==> src/rtl/pipe_regfile.sv <==
// Register file with busy-bit scoreboard for an in-order issue pipeline.
// Latency: reads, bypass and stall are combinational; writes, busy marks and busy_count update on the clock edge.
// Backpressure: stall blocks issue on RAW (unless bypassed) or WAW hazards; a stalled issue marks nothing busy.
module pipe_regfile #(
    parameter int DATA_W   = 32,
    parameter int ADDR_W   = 5,
    parameter int ZERO_REG = 1,
    parameter int BYPASS   = 1
) (
    input  logic              clock,
    input  logic              reset,
    input  logic [ADDR_W-1:0] rs1_addr,
    input  logic [ADDR_W-1:0] rs2_addr,
    output logic [DATA_W-1:0] rd1_data,
    output logic [DATA_W-1:0] rd2_data,
    input  logic              we,
    input  logic [ADDR_W-1:0] wr_addr,
    input  logic [DATA_W-1:0] wr_data,
    input  logic              issue_valid,
    input  logic [ADDR_W-1:0] issue_rd,
    input  logic              issue_rd_use,
    input  logic              rs1_use,
    input  logic              rs2_use,
    input  logic              flush,
    output logic              stall,
    output logic [ADDR_W:0]   busy_count
);

    localparam int   DEPTH   = 2 ** ADDR_W;
    localparam logic LP_ZERO = (ZERO_REG != 0);
    localparam logic LP_BYP  = (BYPASS != 0);

    // ------------------------------------------------------------------
    // State
    // ------------------------------------------------------------------
    logic [DATA_W-1:0] r_regs [DEPTH];
    logic [DEPTH-1:0]  r_busy;
    logic [ADDR_W:0]   r_busy_count;

    // ------------------------------------------------------------------
    // Address qualifiers: register 0 is hardwired when ZERO_REG is set
    // ------------------------------------------------------------------
    logic w_rs1_zero;
    logic w_rs2_zero;
    logic w_wr_zero;
    logic w_rd_zero;

    assign w_rs1_zero = LP_ZERO && (rs1_addr == '0);
    assign w_rs2_zero = LP_ZERO && (rs2_addr == '0);
    assign w_wr_zero  = LP_ZERO && (wr_addr  == '0);
    assign w_rd_zero  = LP_ZERO && (issue_rd == '0);

    // ------------------------------------------------------------------
    // Write-back and forwarding
    // ------------------------------------------------------------------
    logic w_wr_en;
    logic w_byp1;
    logic w_byp2;

    assign w_wr_en = we && !w_wr_zero;
    assign w_byp1  = LP_BYP && we && (wr_addr == rs1_addr) && !w_rs1_zero;
    assign w_byp2  = LP_BYP && we && (wr_addr == rs2_addr) && !w_rs2_zero;

    // Read mux: zero register first, then same-cycle forward, then stored value
    always_comb begin
        rd1_data = r_regs[rs1_addr];
        rd2_data = r_regs[rs2_addr];
        if (w_byp1)     rd1_data = wr_data;
        if (w_byp2)     rd2_data = wr_data;
        if (w_rs1_zero) rd1_data = '0;
        if (w_rs2_zero) rd2_data = '0;
    end

    // ------------------------------------------------------------------
    // Hazard detection
    // ------------------------------------------------------------------
    logic w_haz1;
    logic w_haz2;
    logic w_waw;
    logic w_stall;

    // A forwarded operand is not a hazard; without forwarding the reader
    // waits one cycle until the value has landed in the array.
    assign w_haz1 = rs1_use && r_busy[rs1_addr] && !w_byp1 && !w_rs1_zero;
    assign w_haz2 = rs2_use && r_busy[rs2_addr] && !w_byp2 && !w_rs2_zero;

    // A destination still owed by an older writer blocks issue unless that
    // writer retires on this very edge.
    assign w_waw  = issue_rd_use && r_busy[issue_rd] &&
                    !(we && (wr_addr == issue_rd));

    assign w_stall = !reset && issue_valid && (w_haz1 || w_haz2 || w_waw);
    assign stall   = w_stall;

    // ------------------------------------------------------------------
    // Busy-vector update
    // ------------------------------------------------------------------
    logic             w_set;
    logic             w_clr;
    logic             w_inc;
    logic             w_dec;
    logic [DEPTH-1:0] w_busy_nxt;
    logic [ADDR_W:0]  w_count_nxt;

    assign w_set = issue_valid && !w_stall && issue_rd_use && !flush && !w_rd_zero;
    assign w_clr = w_wr_en;

    // Count moves only when a bit actually changes; a set and clear on the
    // same address nets to "set", so the clear is not counted then.
    assign w_inc = w_set && !r_busy[issue_rd];
    assign w_dec = w_clr && r_busy[wr_addr] && !(w_set && (issue_rd == wr_addr));

    // Next busy vector: clear, then set (set wins), then flush overrides all
    always_comb begin
        w_busy_nxt = r_busy;
        if (w_clr) w_busy_nxt[wr_addr]  = 1'b0;
        if (w_set) w_busy_nxt[issue_rd] = 1'b1;
        if (flush) w_busy_nxt           = '0;
    end

    // Next busy count tracks the population of the next busy vector
    always_comb begin
        w_count_nxt = r_busy_count;
        if (w_inc) w_count_nxt = w_count_nxt + {{ADDR_W{1'b0}}, 1'b1};
        if (w_dec) w_count_nxt = w_count_nxt - {{ADDR_W{1'b0}}, 1'b1};
        if (flush) w_count_nxt = '0;
    end

    // ------------------------------------------------------------------
    // Sequential state
    // ------------------------------------------------------------------

    // Register array: cleared by reset, written on retire (flush does not block it)
    always_ff @(posedge clock or posedge reset) begin
        if (reset) begin
            for (int i = 0; i < DEPTH; i++) begin
                r_regs[i] <= '0;
            end
        end else if (w_wr_en) begin
            r_regs[wr_addr] <= wr_data;
        end
    end

    // Busy bits and their running population count
    always_ff @(posedge clock or posedge reset) begin
        if (reset) begin
            r_busy       <= '0;
            r_busy_count <= '0;
        end else begin
            r_busy       <= w_busy_nxt;
            r_busy_count <= w_count_nxt;
        end
    end

    assign busy_count = r_busy_count;

endmodule

==> config.mk <==
export PLATFORM = sky130hd
export DESIGN_NAME = pipe_regfile
export DESIGN_NICKNAME = d
export VERILOG_FILES = /design/src/rtl/pipe_regfile.sv
export SDC_FILE = /design/constraint.sdc
export NUM_CORES = 2
export LEC_CHECK = 0
export CAP_MARGIN = 20
export CORE_MARGIN = 4
export CORE_UTILIZATION = 50
export CTS_CLUSTER_DIAMETER = 200
export DETAILED_ROUTE_END_ITERATION = 7
export PLACE_DENSITY_LB_ADDON = 0.1
export SYNTH_ARGS = -nofsm -noshare
export SYNTH_HDL_FRONTEND = slang
export SYNTH_SLANG_ARGS = --single-unit
==> constraint.sdc <==
create_clock -name clock -period 76.4 [get_ports clock]
set_clock_uncertainty 0.1 [all_clocks]
set_input_delay 15.28 -clock clock [delete_from_list [all_inputs] [get_ports clock]]
set_output_delay 15.28 -clock clock [all_outputs]
set_load 0.01 [all_outputs]
* Yosys cells after proc, flatten, opt, wreduce, memory -nomap -nowiden
Index checks and enable logic that the tools add are counted.
Word-level totals: input port bits 60, word-level logic and storage cells 132, register bits 1062, output and inout port bits 71
Operators by class: reduce and logical (&&, ||, !) cells 45, eq/ne operators 4, order comparisons 10, add/sub/neg operators 2, multiplexer cells 31, bitwise gates (word level) 6
Operators by type and width (number):
- 1024-bit bitwise mux | 1
- 32-bit 2-to-1 mux | 12
- 32-bit binary-select mux with 5-bit select | 2
- 32-bit demux with 5-bit select | 1
- 32-bit AND | 1
- 32-bit NOT | 1
- 32-bit OR | 1
- 1-bit logical AND | 27
- 5-bit by 6-bit < comparator with 1-bit output, second input constant | 4
- 1-bit binary-select mux with 5-bit select | 4
- 5-bit == test | 4
- 5-bit logical NOT | 4
- 6-bit >= comparator, second input constant | 3
- 6-bit 2-to-1 mux | 3
- 5-bit NOT with 6-bit output | 3
- 1-bit logical NOT | 12
- 1-bit demux with 5-bit select | 2
- 5-bit by 1-bit >= comparator with 1-bit output, second input constant | 2
- 6-bit by 1-bit adder with 6-bit output, second input constant | 1
- 6-bit by 1-bit < comparator with 1-bit output, second input constant | 1
- 1-bit 2-to-1 mux | 6
- 6-bit by 1-bit subtractor with 6-bit output, second input constant | 1
- 1-bit logical OR | 2

* Depth between registers and ports, before layout
depth after elaboration 19, mapped depth 13, mapped depth without buffers 10

* Worst setup path before layout
OpenSTA, ideal clock, no wires.
path kind input -> output, start in rs2_addr[0], end out rd2_data[10], data required time 61.020 ns, stages 8, buffers on the path 4, setup slack 43.273 ns, data arrival time 17.747 ns, cell sequence buf_2 > buf_2 > clkbuf_1 > buf_1 > mux4_2 > mux4_2 > mux2i_1 > a211oi_1
Between the ends: cells in the longest elaborated chain, start to end 6
Ends and longest elaborated chain:
- start, declared | RTL line 13 | input logic [ADDR_W-1:0] rs2_addr,
- 5-bit NOT with 6-bit output (implied by the code) | RTL line 67 | rd2_data = r_regs[rs2_addr];
- 32-bit binary-select mux with 5-bit select | RTL line 67
- 32-bit 2-to-1 mux (implied by the code) (2 in a row) | RTL line 67
- 32-bit 2-to-1 mux | RTL line 69 | if (w_byp2) rd2_data = wr_data;
- 32-bit 2-to-1 mux * | RTL line 71 | if (w_rs2_zero) rd2_data = '0;
- end, declared | RTL line 15 | output logic [DATA_W-1:0] rd2_data,
Mark *: on every way between the ends. The rest lies on a longest branch, timed or not. The select of a mux whose other input is x is not followed.

* Worst setup path in the final report
start in rs1_addr[0], end out rd1_data[10]
Between the ends: cells in the longest elaborated chain, start to end 6
Ends and longest elaborated chain:
- start, declared | RTL line 12 | input logic [ADDR_W-1:0] rs1_addr,
- 5-bit NOT with 6-bit output (implied by the code) | RTL line 66 | rd1_data = r_regs[rs1_addr];
- 32-bit binary-select mux with 5-bit select | RTL line 66
- 32-bit 2-to-1 mux (implied by the code) (2 in a row) | RTL line 66
- 32-bit 2-to-1 mux | RTL line 68 | if (w_byp1) rd1_data = wr_data;
- 32-bit 2-to-1 mux * | RTL line 70 | if (w_rs1_zero) rd1_data = '0;
- end, declared | RTL line 14 | output logic [DATA_W-1:0] rd1_data,
Marks and branches as above.

==> flow_summary.ini <==
[run_status]
run_status = complete, no violations

[clocking]
hold_fix_buffers_cts = 0
clock_insertion_delay_worst_skew_ns = 0.70
clk_root_buffer_cell = sky130_fd_sc_hd__clkbuf_16
count_of_clock_tree_sinks = 1062
cts.htree.levels = 3
clkTransAtPathRegs_ns = 0.05
cts_tree = yes
clock_tree.buffer_depth = 3
post_cts.repair.setup_buffers = 0
numCtsBuffers = 116
cts-resized-gates = 0

[finish]
post-route-cell-area_mm2 = 0.0645
most_frequent_cells_in_the_layout = sky130_fd_sc_hd__dfrtp_1, sky130_fd_sc_hd__mux2_2, sky130_fd_sc_hd__mux4_2
layout.core_utilization_pct = 56.2
final_layout_size_suffix_gt1_share_pct = 53.9
syn2layout_area_growth_pct = 11.4
nNetsFinal = 3635
mostFrequentLayoutCell = sky130_fd_sc_hd__dfrtp_1

[synth]
post_synth_num_cell_types = 64
postSynthRegisterBits = 1062
postSynth.asyncResetShare_pct = 100
ys_top_cells_by_area = sky130_fd_sc_hd__dfrtp_1, sky130_fd_sc_hd__mux4_2, sky130_fd_sc_hd__mux2_2, sky130_fd_sc_hd__clkbuf_1, sky130_fd_sc_hd__mux2i_1
yosysSeqAreaShare_pct = 45.9
syn-num-nets = 3733
synth-edff-count = 0
synth_area_leader_cell = sky130_fd_sc_hd__dfrtp_1
synthesis.yosys.warnings = 0
synth_top_area_share_pct = 45.9
dominantRegCellSynth = sky130_fd_sc_hd__dfrtp_1
number_of_cells_produced_by_synthesis = 3671
synth_area_per_cell_um2 = 15.8
netlist_area_mm2 = 0.0579

[power_and_ir_drop]
seqPwrFrac_pct = 44.5
power_switching_share_pct = 26.5
leakage_uw = 0.0273
switching_power_uw = 443
clockPowerShare_pct = 34.0
power_density_mw_per_mm2 = 25.9
combPwrFrac_pct = 21.5
cellInternalPower_uw = 1230
vdd.ir_drop.worst_v = 0.0000189

[worst_setup_path]
startpoint_type = input pin
cpPeakStageDelay_ns = 0.82
cp_slowest_cell = sky130_fd_sc_hd__buf_4
r2r_slack_ns = 72.67
crit_arrival_ns = 19.75
critPathTopFamily = buffers and inverters
crit_path_cell_trace = buf_8 > buf_4 > buf_4 > mux4_2 > mux4_2 > mux2i_1 > a211oi_1 > clkdlybuf4s50_1
end_kind = primary output
worstPathBufferInverterCount = 4
worst-setup-path-type = in2out
worst-path-max-fanout = 68
required_ns = 61.02

[timing]
rsz_0062_raised_after_global_routing = no
finalWorstPathRequiredPeriod_ns = 35.13
report.final.setup_viol = 0
setup-tns-final_ns = 0
max_slew.worst_pin.slew_ns = 1.20
relSlewSlack_pct = 19.7
slew_violations = 0
whs_ns = 0.290
final-hold-violation-count = 0
fmax_mhz = 28.5
fin_crit_sh_pct = 46.0

[routing]
routed-via-count = 35500
drt-total-wl_um = 177000
antenna_left = 0
dr.first_iter.drc_count = 3350
vias_per_cell = 6.87
wire_per_inst_um = 34.2
detailedRoute.firstPassIterationCount = 5
detail_route.drc_violations = 0

[floorplan]
die_height_um = 348
area_of_the_die_mm2 = 0.121
design.core.area_mm2 = 0.115
boundary_pin_count = 131
start_util_pct = 50.5
chipWidth_um = 348
core.rowCount = 124

[place]
place.detailed.hpwl_um = 93600
placedInstanceArea_mm2 = 0.0602
place_congestion = 0.834
io_buffer_count = 130

[global_routing]
gr-usage-all-layers_pct = 29.4
antenna_found_initial = 1
grt_first_pass_wirelength_um = 263000
vias_in_the_first_global_route = 37800
congestion_overflow_gr = 0
pin_count_of_the_biggest_net_entering_global_routing = 180

[min_path]
hold_path_class = reg2reg

[flow_run]
max_cap_violations = 0
[area by class of cell]
cell class,instances,area [um2]
fillers,8772,50200
multi-input cells,2167,29800
flip-flops and latches,1062,26600
clock buffers,181,3540
repair buffers,215,2290
well taps,1512,1890
clock inverters,27,298
inverters,11,55.1
diodes,1,2.50
[final timing paths]
path | cells past startpoint | startpoint | to
worst max-delay path | 8 | rs1_addr[0] | rd1_data[10]
worst min-delay path | 0 | r_regs[1006]$_DFFE_PP0P_ | r_regs[1006]$_DFFE_PP0P_
worst max register to register | 10 | r_busy[23]$_DFF_PP0_ | busy_count[4]$_DFF_PP0_
worst min register to register | 0 | r_regs[1006]$_DFFE_PP0P_ | r_regs[1006]$_DFFE_PP0P_
max in group asynchronous | 6 | reset | r_regs[86]$_DFFE_PP0P_
min in group asynchronous | 2 | reset | r_busy[2]$_DFF_PP0_
[metal layers]
layer / global-route usage, % / wire length (um)
met1: 39.8 / 71000
met2: 48.4 / 87000
met3: 5.28 / 12300
met4: 10.4 / 6600
met5: 0 / 0
[cells in the mapped netlist (2+ instances only)]
library cell                count
sky130_fd_sc_hd__dfrtp_1     1062
sky130_fd_sc_hd__mux2_2      1000
sky130_fd_sc_hd__mux4_2       655
sky130_fd_sc_hd__clkbuf_1     312
sky130_fd_sc_hd__nor2_1       117
sky130_fd_sc_hd__buf_1         99
sky130_fd_sc_hd__mux2i_1       97
sky130_fd_sc_hd__a211oi_1      67
sky130_fd_sc_hd__nand2_1       35
sky130_fd_sc_hd__a22oi_1       20
sky130_fd_sc_hd__xnor2_1       19
sky130_fd_sc_hd__buf_2         15
sky130_fd_sc_hd__a21oi_1       14
sky130_fd_sc_hd__nor2b_1       13
sky130_fd_sc_hd__nor3_1        12
sky130_fd_sc_hd__nand3_1       11
sky130_fd_sc_hd__inv_1          9
sky130_fd_sc_hd__or3_1          9
sky130_fd_sc_hd__and3_1         7
sky130_fd_sc_hd__nor3b_1        7
sky130_fd_sc_hd__o21ai_0        6
sky130_fd_sc_hd__nand4_1        5
sky130_fd_sc_hd__or4_1          5
sky130_fd_sc_hd__a31oi_1        4
sky130_fd_sc_hd__and3b_1        4
sky130_fd_sc_hd__nand3b_1       4
sky130_fd_sc_hd__nor4_4         4
sky130_fd_sc_hd__xor2_1         4
sky130_fd_sc_hd__and4_1         3
sky130_fd_sc_hd__mux2_1         3
sky130_fd_sc_hd__nor4_1         3
sky130_fd_sc_hd__o22ai_1        3
sky130_fd_sc_hd__or2_2          3
sky130_fd_sc_hd__a221o_1        2
sky130_fd_sc_hd__a2bb2oi_1      2
sky130_fd_sc_hd__buf_4          2
sky130_fd_sc_hd__buf_6          2
sky130_fd_sc_hd__ha_1           2
sky130_fd_sc_hd__nand2b_1       2
sky130_fd_sc_hd__o211a_1        2
sky130_fd_sc_hd__o211ai_1       2
sky130_fd_sc_hd__o221ai_1       2
[kinds of logic after synthesis]
kind of cell / count (synthesis) / synth area share, %
compound gates: 136 / 1.76
xor+xnor: 23 / 0.348
fa+ha+maj: 2 / 0.0432
buf+inv: 442 / 2.96
flops: 1062 / 45.9
mux: 1756 / 46.7
simple gates: 250 / 2.21
[sequential cells by signal (all words and copies together) (netlist names)]
signal and count:
busy_count 6, r_busy 32, r_regs 1024
[worst reg2reg max path: stages, from the launching register on]
cell                       delay, ns
sky130_fd_sc_hd__dfrtp_1        0.43
sky130_fd_sc_hd__mux4_2         0.49
sky130_fd_sc_hd__and2_1         0.19
sky130_fd_sc_hd__a221o_2        0.36
sky130_fd_sc_hd__or3_1          0.61
sky130_fd_sc_hd__nor3_4         0.28
sky130_fd_sc_hd__mux2i_1        0.27
sky130_fd_sc_hd__ha_1           0.18
sky130_fd_sc_hd__o311ai_1       0.16
sky130_fd_sc_hd__or3_1          0.42
sky130_fd_sc_hd__a21oi_1        0.18
[per-stage QoR]
| step | setup slack, ns | power, uW | std cells |
|---|---|---|---|
| after global routing | 40.90 | 1740 | 5175 |
| after detailed placement | 41.07 | 1110 | 4948 |
| after floorplan | 31.13 | 998 | 3671 |
| after global placement | 41.11 | 1080 | 4948 |
| after CTS | 41.09 | 1680 | 5156 |
| final | 41.27 | 1670 | 5176 |
[power by group through the flow]
stage | sequential [uW] | combinational, uW | clock, uW
CTS | 738 | 359 | 579
detailed placement | 748 | 358 | 0
global route | 753 | 382 | 601
finish | 742 | 359 | 567
floorplan | 724 | 274 | 0
global placement | 736 | 348 | 0
No activity file was read; power rests on OpenSTA's default activity.
